$ cat config.mk
export PLATFORM = sky130hd
export DESIGN_NAME = ram_arbiter
export DESIGN_NICKNAME = d
export VERILOG_FILES = /design/src/rtl/ram_arbiter.sv
export SDC_FILE = /design/constraint.sdc
export NUM_CORES = 1
export LEC_CHECK = 0
export BUFFER_PORTS_ARGS = -buffer_cell sky130_fd_sc_hd__buf_4
export CAP_MARGIN = 20
export CORE_ASPECT_RATIO = 1.2
export CORE_MARGIN = 2
export CORE_UTILIZATION = 48
export CTS_BUF_LIST = sky130_fd_sc_hd__clkbuf_4
export CTS_CLUSTER_DIAMETER = 40
export DETAILED_ROUTE_END_ITERATION = 7
export PLACE_DENSITY = 0.82
export SETUP_SLACK_MARGIN = 0.4
export SYNTH_ARGS = -nofsm -noshare
export SYNTH_HDL_FRONTEND = slang
export SYNTH_SLANG_ARGS = --single-unit
$ cat constraint.sdc
create_clock -name CLK -period 2.1 [get_ports CLK]
set_input_delay 0.42 -clock CLK [delete_from_list [all_inputs] [get_ports CLK]]
set_output_delay 0.42 -clock CLK [all_outputs]
set_load 0.01 [all_outputs]
$ cat src/rtl/ram_arbiter.sv
// ram_arbiter: shares one single-port synchronous RAM between the CPU
// load/store path and the video fetch engine. One access is in flight at a
// time. Video has priority, and a starvation counter bounds how many video
// grants the CPU can lose in a row before it is forced through.
module ram_arbiter #(
    parameter int unsigned ADDR_W     = 16,
    parameter int unsigned DATA_W     = 16,
    parameter int unsigned STARVE_MAX = 4
) (
    input  logic              CLK,
    input  logic              RST,
    input  logic              cpu_req,
    input  logic              cpu_we,
    input  logic [ADDR_W-1:0] cpu_addr,
    input  logic [DATA_W-1:0] cpu_wdata,
    output logic              cpu_ack,
    output logic [DATA_W-1:0] cpu_rdata,
    input  logic              vid_req,
    input  logic [ADDR_W-1:0] vid_addr,
    output logic              vid_ack,
    output logic [DATA_W-1:0] vid_rdata,
    output logic [ADDR_W-1:0] ram_addr,
    output logic [DATA_W-1:0] ram_wdata,
    output logic              ram_we,
    input  logic [DATA_W-1:0] ram_rdata,
    output logic [1:0]        owner
);

    localparam int unsigned CNT_W = $clog2(STARVE_MAX + 1);
    localparam logic [CNT_W-1:0] STARVE_LIM = CNT_W'(STARVE_MAX);

    typedef enum logic [1:0] {
        S_IDLE = 2'd0,
        S_ADDR = 2'd1,
        S_WAIT = 2'd2,
        S_ACK  = 2'd3
    } state_t;

    typedef enum logic [1:0] {
        OWN_NONE = 2'b00,
        OWN_CPU  = 2'b01,
        OWN_VID  = 2'b10
    } owner_t;

    state_t             state_q, state_d;
    owner_t             owner_q, owner_d;
    logic [CNT_W-1:0]   starve_q, starve_d;
    logic               op_we_q, op_we_d;
    logic [ADDR_W-1:0]  ram_addr_q, ram_addr_d;
    logic [DATA_W-1:0]  ram_wdata_q, ram_wdata_d;
    logic               ram_we_q, ram_we_d;
    logic               cpu_ack_q, cpu_ack_d;
    logic               vid_ack_q, vid_ack_d;
    logic [DATA_W-1:0]  cpu_rdata_q, cpu_rdata_d;
    logic [DATA_W-1:0]  vid_rdata_q, vid_rdata_d;

    logic               grant_cpu;
    logic               grant_vid;

    // Arbitration: video wins a tie unless the CPU has been starved STARVE_MAX times.
    always_comb begin
        grant_cpu = cpu_req && (!vid_req || (starve_q == STARVE_LIM));
        grant_vid = vid_req && !grant_cpu;
    end

    // State register and all registered outputs; reset aborts any access in flight.
    always_ff @(posedge CLK) begin
        if (RST) begin
            state_q     <= S_IDLE;
            owner_q     <= OWN_NONE;
            starve_q    <= '0;
            op_we_q     <= 1'b0;
            ram_addr_q  <= '0;
            ram_wdata_q <= '0;
            ram_we_q    <= 1'b0;
            cpu_ack_q   <= 1'b0;
            vid_ack_q   <= 1'b0;
            cpu_rdata_q <= '0;
            vid_rdata_q <= '0;
        end else begin
            state_q     <= state_d;
            owner_q     <= owner_d;
            starve_q    <= starve_d;
            op_we_q     <= op_we_d;
            ram_addr_q  <= ram_addr_d;
            ram_wdata_q <= ram_wdata_d;
            ram_we_q    <= ram_we_d;
            cpu_ack_q   <= cpu_ack_d;
            vid_ack_q   <= vid_ack_d;
            cpu_rdata_q <= cpu_rdata_d;
            vid_rdata_q <= vid_rdata_d;
        end
    end

    // Next-state: IDLE waits for a request, the other three states last one cycle each.
    always_comb begin
        state_d = state_q;
        unique case (state_q)
            S_IDLE: if (cpu_req || vid_req) state_d = S_ADDR;
            S_ADDR: state_d = S_WAIT;
            S_WAIT: state_d = S_ACK;
            S_ACK:  state_d = S_IDLE;
            default: state_d = S_IDLE;
        endcase
    end

    // Output/datapath next values: grant and RAM drive in IDLE, ack and read capture in WAIT.
    always_comb begin
        owner_d     = owner_q;
        starve_d    = starve_q;
        op_we_d     = op_we_q;
        ram_addr_d  = ram_addr_q;
        ram_wdata_d = ram_wdata_q;
        ram_we_d    = 1'b0;
        cpu_ack_d   = 1'b0;
        vid_ack_d   = 1'b0;
        cpu_rdata_d = cpu_rdata_q;
        vid_rdata_d = vid_rdata_q;

        unique case (state_q)
            S_IDLE: begin
                if (grant_cpu) begin
                    owner_d     = OWN_CPU;
                    starve_d    = '0;
                    op_we_d     = cpu_we;
                    ram_addr_d  = cpu_addr;
                    ram_wdata_d = cpu_wdata;
                    ram_we_d    = cpu_we;
                end else if (grant_vid) begin
                    owner_d    = OWN_VID;
                    op_we_d    = 1'b0;
                    ram_addr_d = vid_addr;
                    if (!cpu_req) begin
                        starve_d = '0;
                    end else if (starve_q != STARVE_LIM) begin
                        starve_d = starve_q + CNT_W'(1);
                    end
                end
            end
            S_ADDR: begin
                // RAM samples address (and write) on this edge; ram_we drops via default.
            end
            S_WAIT: begin
                if (owner_q == OWN_CPU) begin
                    cpu_ack_d = 1'b1;
                    if (!op_we_q) cpu_rdata_d = ram_rdata;
                end else if (owner_q == OWN_VID) begin
                    vid_ack_d   = 1'b1;
                    vid_rdata_d = ram_rdata;
                end
            end
            S_ACK: begin
                owner_d = OWN_NONE;
            end
            default: begin
                owner_d = OWN_NONE;
            end
        endcase
    end

    assign cpu_ack   = cpu_ack_q;
    assign vid_ack   = vid_ack_q;
    assign cpu_rdata = cpu_rdata_q;
    assign vid_rdata = vid_rdata_q;
    assign ram_addr  = ram_addr_q;
    assign ram_wdata = ram_wdata_q;
    assign ram_we    = ram_we_q;
    assign owner     = owner_q;

endmodule

==> flow_summary_export.csv <==
group,metric,value,unit
finish,multiInputGateArea,1300,sq um
pwr,cellPowerDensity,892,nW/um^2
yosys,ys_seq_area_share,50.8,%
min_path,worstHoldStart,"ram_rdata[10]",
yosys,synth-seq-cells,75,
yosys,yosys_warnings,0,
critical_path,cp.required,2.40,ns
yosys,yosys-top-cells-count,"75 x dfxtp_1, 70 x nand2_1, 68 x a21oi_1",
critical_path,r2r_end,"state_q[0]$_SDFFE_PP0P_",
die,rows,31,
sta,tightest_slew,0.454,ns
die,io-pin-count,138,
yosys,synth_edf_count,0,
critical_path,cp_max_fo,8,
clock_network,clkSlewWorstSetupHoldPaths,0.12,ns
yosys,synth_area_leaders,"dfxtp_1 51%, a21oi_1 12%, nand2_1 8.9%, a32oi_1 4.7%, nand3_1 3.4%",
clock_network,cts_htree_levels,3,
yosys,synth_nets,424,
min_path,holdPathStages,3,
critical_path,crit_start,"state_q[0]$_SDFFE_PP0P_",
finish,layoutNonFillerInstCount,562,
sta,drv_slew,0,
die,die_x,75.6,um
sta,max_freq,650,MHz
place,pre_cts_ws,0.419,ns
job,drv_cap,0,
finish,syn_to_final_growth,41.3,%
global_route,grt_first_pass_wirelength,12800,um
sta,worst_slack,0.563,ns
sta,rsz0062_at_grt,"no",
place,io_buffers,137,
global_route,grt_pass1_vias,2905,
global_route,grt_overflow,0,
critical_path,startpoint_type,"register",
place,post_dp_cell_area,4010,sq um
sta,finalCritPeriodShare,73.2,%
yosys,synth.most_common_cell,"dfxtp_1",
finish,layout-drive-gt1-share,35.6,%
place,placed_cells,545,
yosys,synth_cells,349,
finish,diodes,0,
drt,drt_iter0_drc,98,
drt,ant_nets,0,
clock_network,clock-sinks,75,
drt,drcViolationCount,0,
yosys,synth_top_area_share,50.8,%
critical_path,slowest_stage,"nor3b_2",
die,core,6010,sq um
status,outcome,"finished, final reports clean",
min_path,hold-path-endpoint,"vid_rdata[10]$_SDFFE_PP0P_",
min_path,holdCritPathClass,"in2reg",
drt,firstDrtPassIters,4,
drt,wl,7890,um
clock_network,cts_tree,"done",
clock_network,ctsLongestPathBuffers,2,
yosys,syn_area,2950,sq um
sta,whs,0.255,ns
global_route,grt.total_usage,23.8,%
yosys,yosysUniqueCellTypes,32,
finish,ff_latch_area,1500,sq um
sta,hold_viol,0,
critical_path,worstReg2RegStart,"state_q[0]$_SDFFE_PP0P_",
pwr,leakage,1.72,nW
critical_path,r2r_slack,0.56,ns
yosys,avgSynthCellArea,8.46,sq um
finish,nNetsFinal,550,
critical_path,cp.arrival,1.84,ns
critical_path,crit_type,"reg2reg",
die,start_util,49.1,%
finish,design_area,4170,sq um
critical_path,r2r_cells,5,
critical_path,path_cells,"inv_1 > ha_2 > nor3b_2 > nor3_1 > a211oi_1",
clock_network,clk_root_buffer_cell,"clkbuf_4",
sta,max_slew_margin,69.7,%
clock_network,clk_latency,0.40,ns
die,die_y,89.9,um
global_route,antenna_found_initial,0,
pwr,vdd_drop_max,0.000548,V
yosys,synth_top_area_cell,"dfxtp_1",
drt,wl_per_cell,14.0,um
sta,min_period,1.54,ns
place,dpl.hpwl,5610,um
finish,fillerInstances,494,
yosys,ys.flop_type,"dfxtp_1",
sta,setup_viol,0,
global_route,grt_start_max_net_pins,44,
die,die-area,6800,sq um
place,gp_congestion,0.723,
drt,vias,3034,
clock_network,numCtsBuffers,9,
critical_path,max_stage_delay,0.35,ns
critical_path,cp-end-kind,"register",
sta,tns,0,ns
drt,viasPerCell,5.40,
sta,clock_skew,0.0105,ns
yosys,async_flop_share,0,%
clock_network,hold_buffers,0,
==> metrics by stage <==
| step | power (mW) | util, % |
|---|---|---|
| floorplan | 2.39 | - |
| global placement | 2.83 | 66.7 |
| detailed placement | 2.86 | 66.7 |
| CTS | 3.72 | 69.0 |
| global route | 3.96 | 69.4 |
| finish | 3.72 | 69.4 |
==> repair_timing <==
action                                  4_1_cts  5_1_grt
setup buffers                                 0        1
endpoints found under the setup margin        1       43
gates resized for setup                       1        5
==> final cells by class <==
class | count | share of cell area [%]
clock buffers | 9 | 1.62
multi-input cells | 238 | 31.2
clock inverters | 7 | 1.62
well taps | 82 | 2.46
flip-flops and latches | 75 | 36.0
repair buffers | 147 | 26.7
inverters | 4 | 0.360
==> kinds of logic (layout without fill, tap and decap cells) <==
family | Yosys count | after routing | share of synthesized area [%]
multiplexers | 1 | 1 | 0.339
adder cells (fa/ha/maj) | 6 | 6 | 2.54
AO/OA/AOI/OAI | 108 | 108 | 20.9
AND/OR/NAND/NOR | 123 | 123 | 19.7
flip-flops | 75 | 75 | 50.8
buffers and inverters | 36 | 167 | 5.68
==> per-layer routing <==
| layer | track usage, % | up-vias | routed length (um) |
|---|---|---|---|
| met5 | 0 | - | 0 |
| met4 | 8.33 | 0 | 109 |
| met1 | 27.8 | 1416 | 3170 |
| met3 | 7.40 | 11 | 674 |
| li1 | - | 1488 | - |
| met2 | 40.1 | 119 | 3940 |
==> worst max path at each step <==
stage / cells past startpoint / to / slack [ns]
final: 5 / state_q[0]$_SDFFE_PP0P_ / 0.56
after global routing: 5 / cpu_rdata[12]$_SDFFE_PP0P_ / 0.40
after CTS: 5 / vid_rdata[9]$_SDFFE_PP0P_ / 0.42
after detailed placement: 4 / ram_addr[12]$_SDFFE_PP0P_ / 0.42
after global placement: 4 / ram_addr[5]$_SDFFE_PP0P_ / 0.44
after floorplan: 7 / ram_addr[13]$_SDFFE_PP0P_ / 0.60
==> critical path, delay by kind of cell (launching register included) <==
kind,cells,cell delay [ns]
AND/OR/NAND/NOR,2,0.44
flip-flops,1,0.34
adder cells (fa/ha/maj),1,0.28
AO/OA/AOI/OAI,1,0.26
buffers and inverters,1,0.12
==> power breakdown <==
group / switching, mW / internal (mW)
logic: 0.648 / 0.522
registers: 0.102 / 1.59
clock network: 0.504 / 0.359
total: 1.25 / 2.47
==> flip-flops by register name (all words and copies together) (netlist names) <==
signal	flops
cpu_ack	1
cpu_rdata	16
op_we_q	1
owner	2
ram_addr	16
ram_wdata	16
ram_we	1
starve_q	3
state_q	2
vid_ack	1
vid_rdata	16
==> cells in the final DEF, fill, tap and decap left out, types with 2 or more instances in the layout <==
| cell type | count |
|---|---|
| a21oi_1 | 68 |
| a32oi_1 | 16 |
| buf_4 | 146 |
| clkbuf_4 | 9 |
| clkinv_2 | 2 |
| clkinvlp_4 | 2 |
| dfxtp_1 | 74 |
| ha_1 | 5 |
| inv_1 | 4 |
| nand2_1 | 69 |
| nand3_1 | 20 |
| nand4_1 | 16 |
| nor2_1 | 5 |
| nor3_1 | 2 |
| o21ai_0 | 17 |
Note: power is estimated with default switching activity, not from simulation.
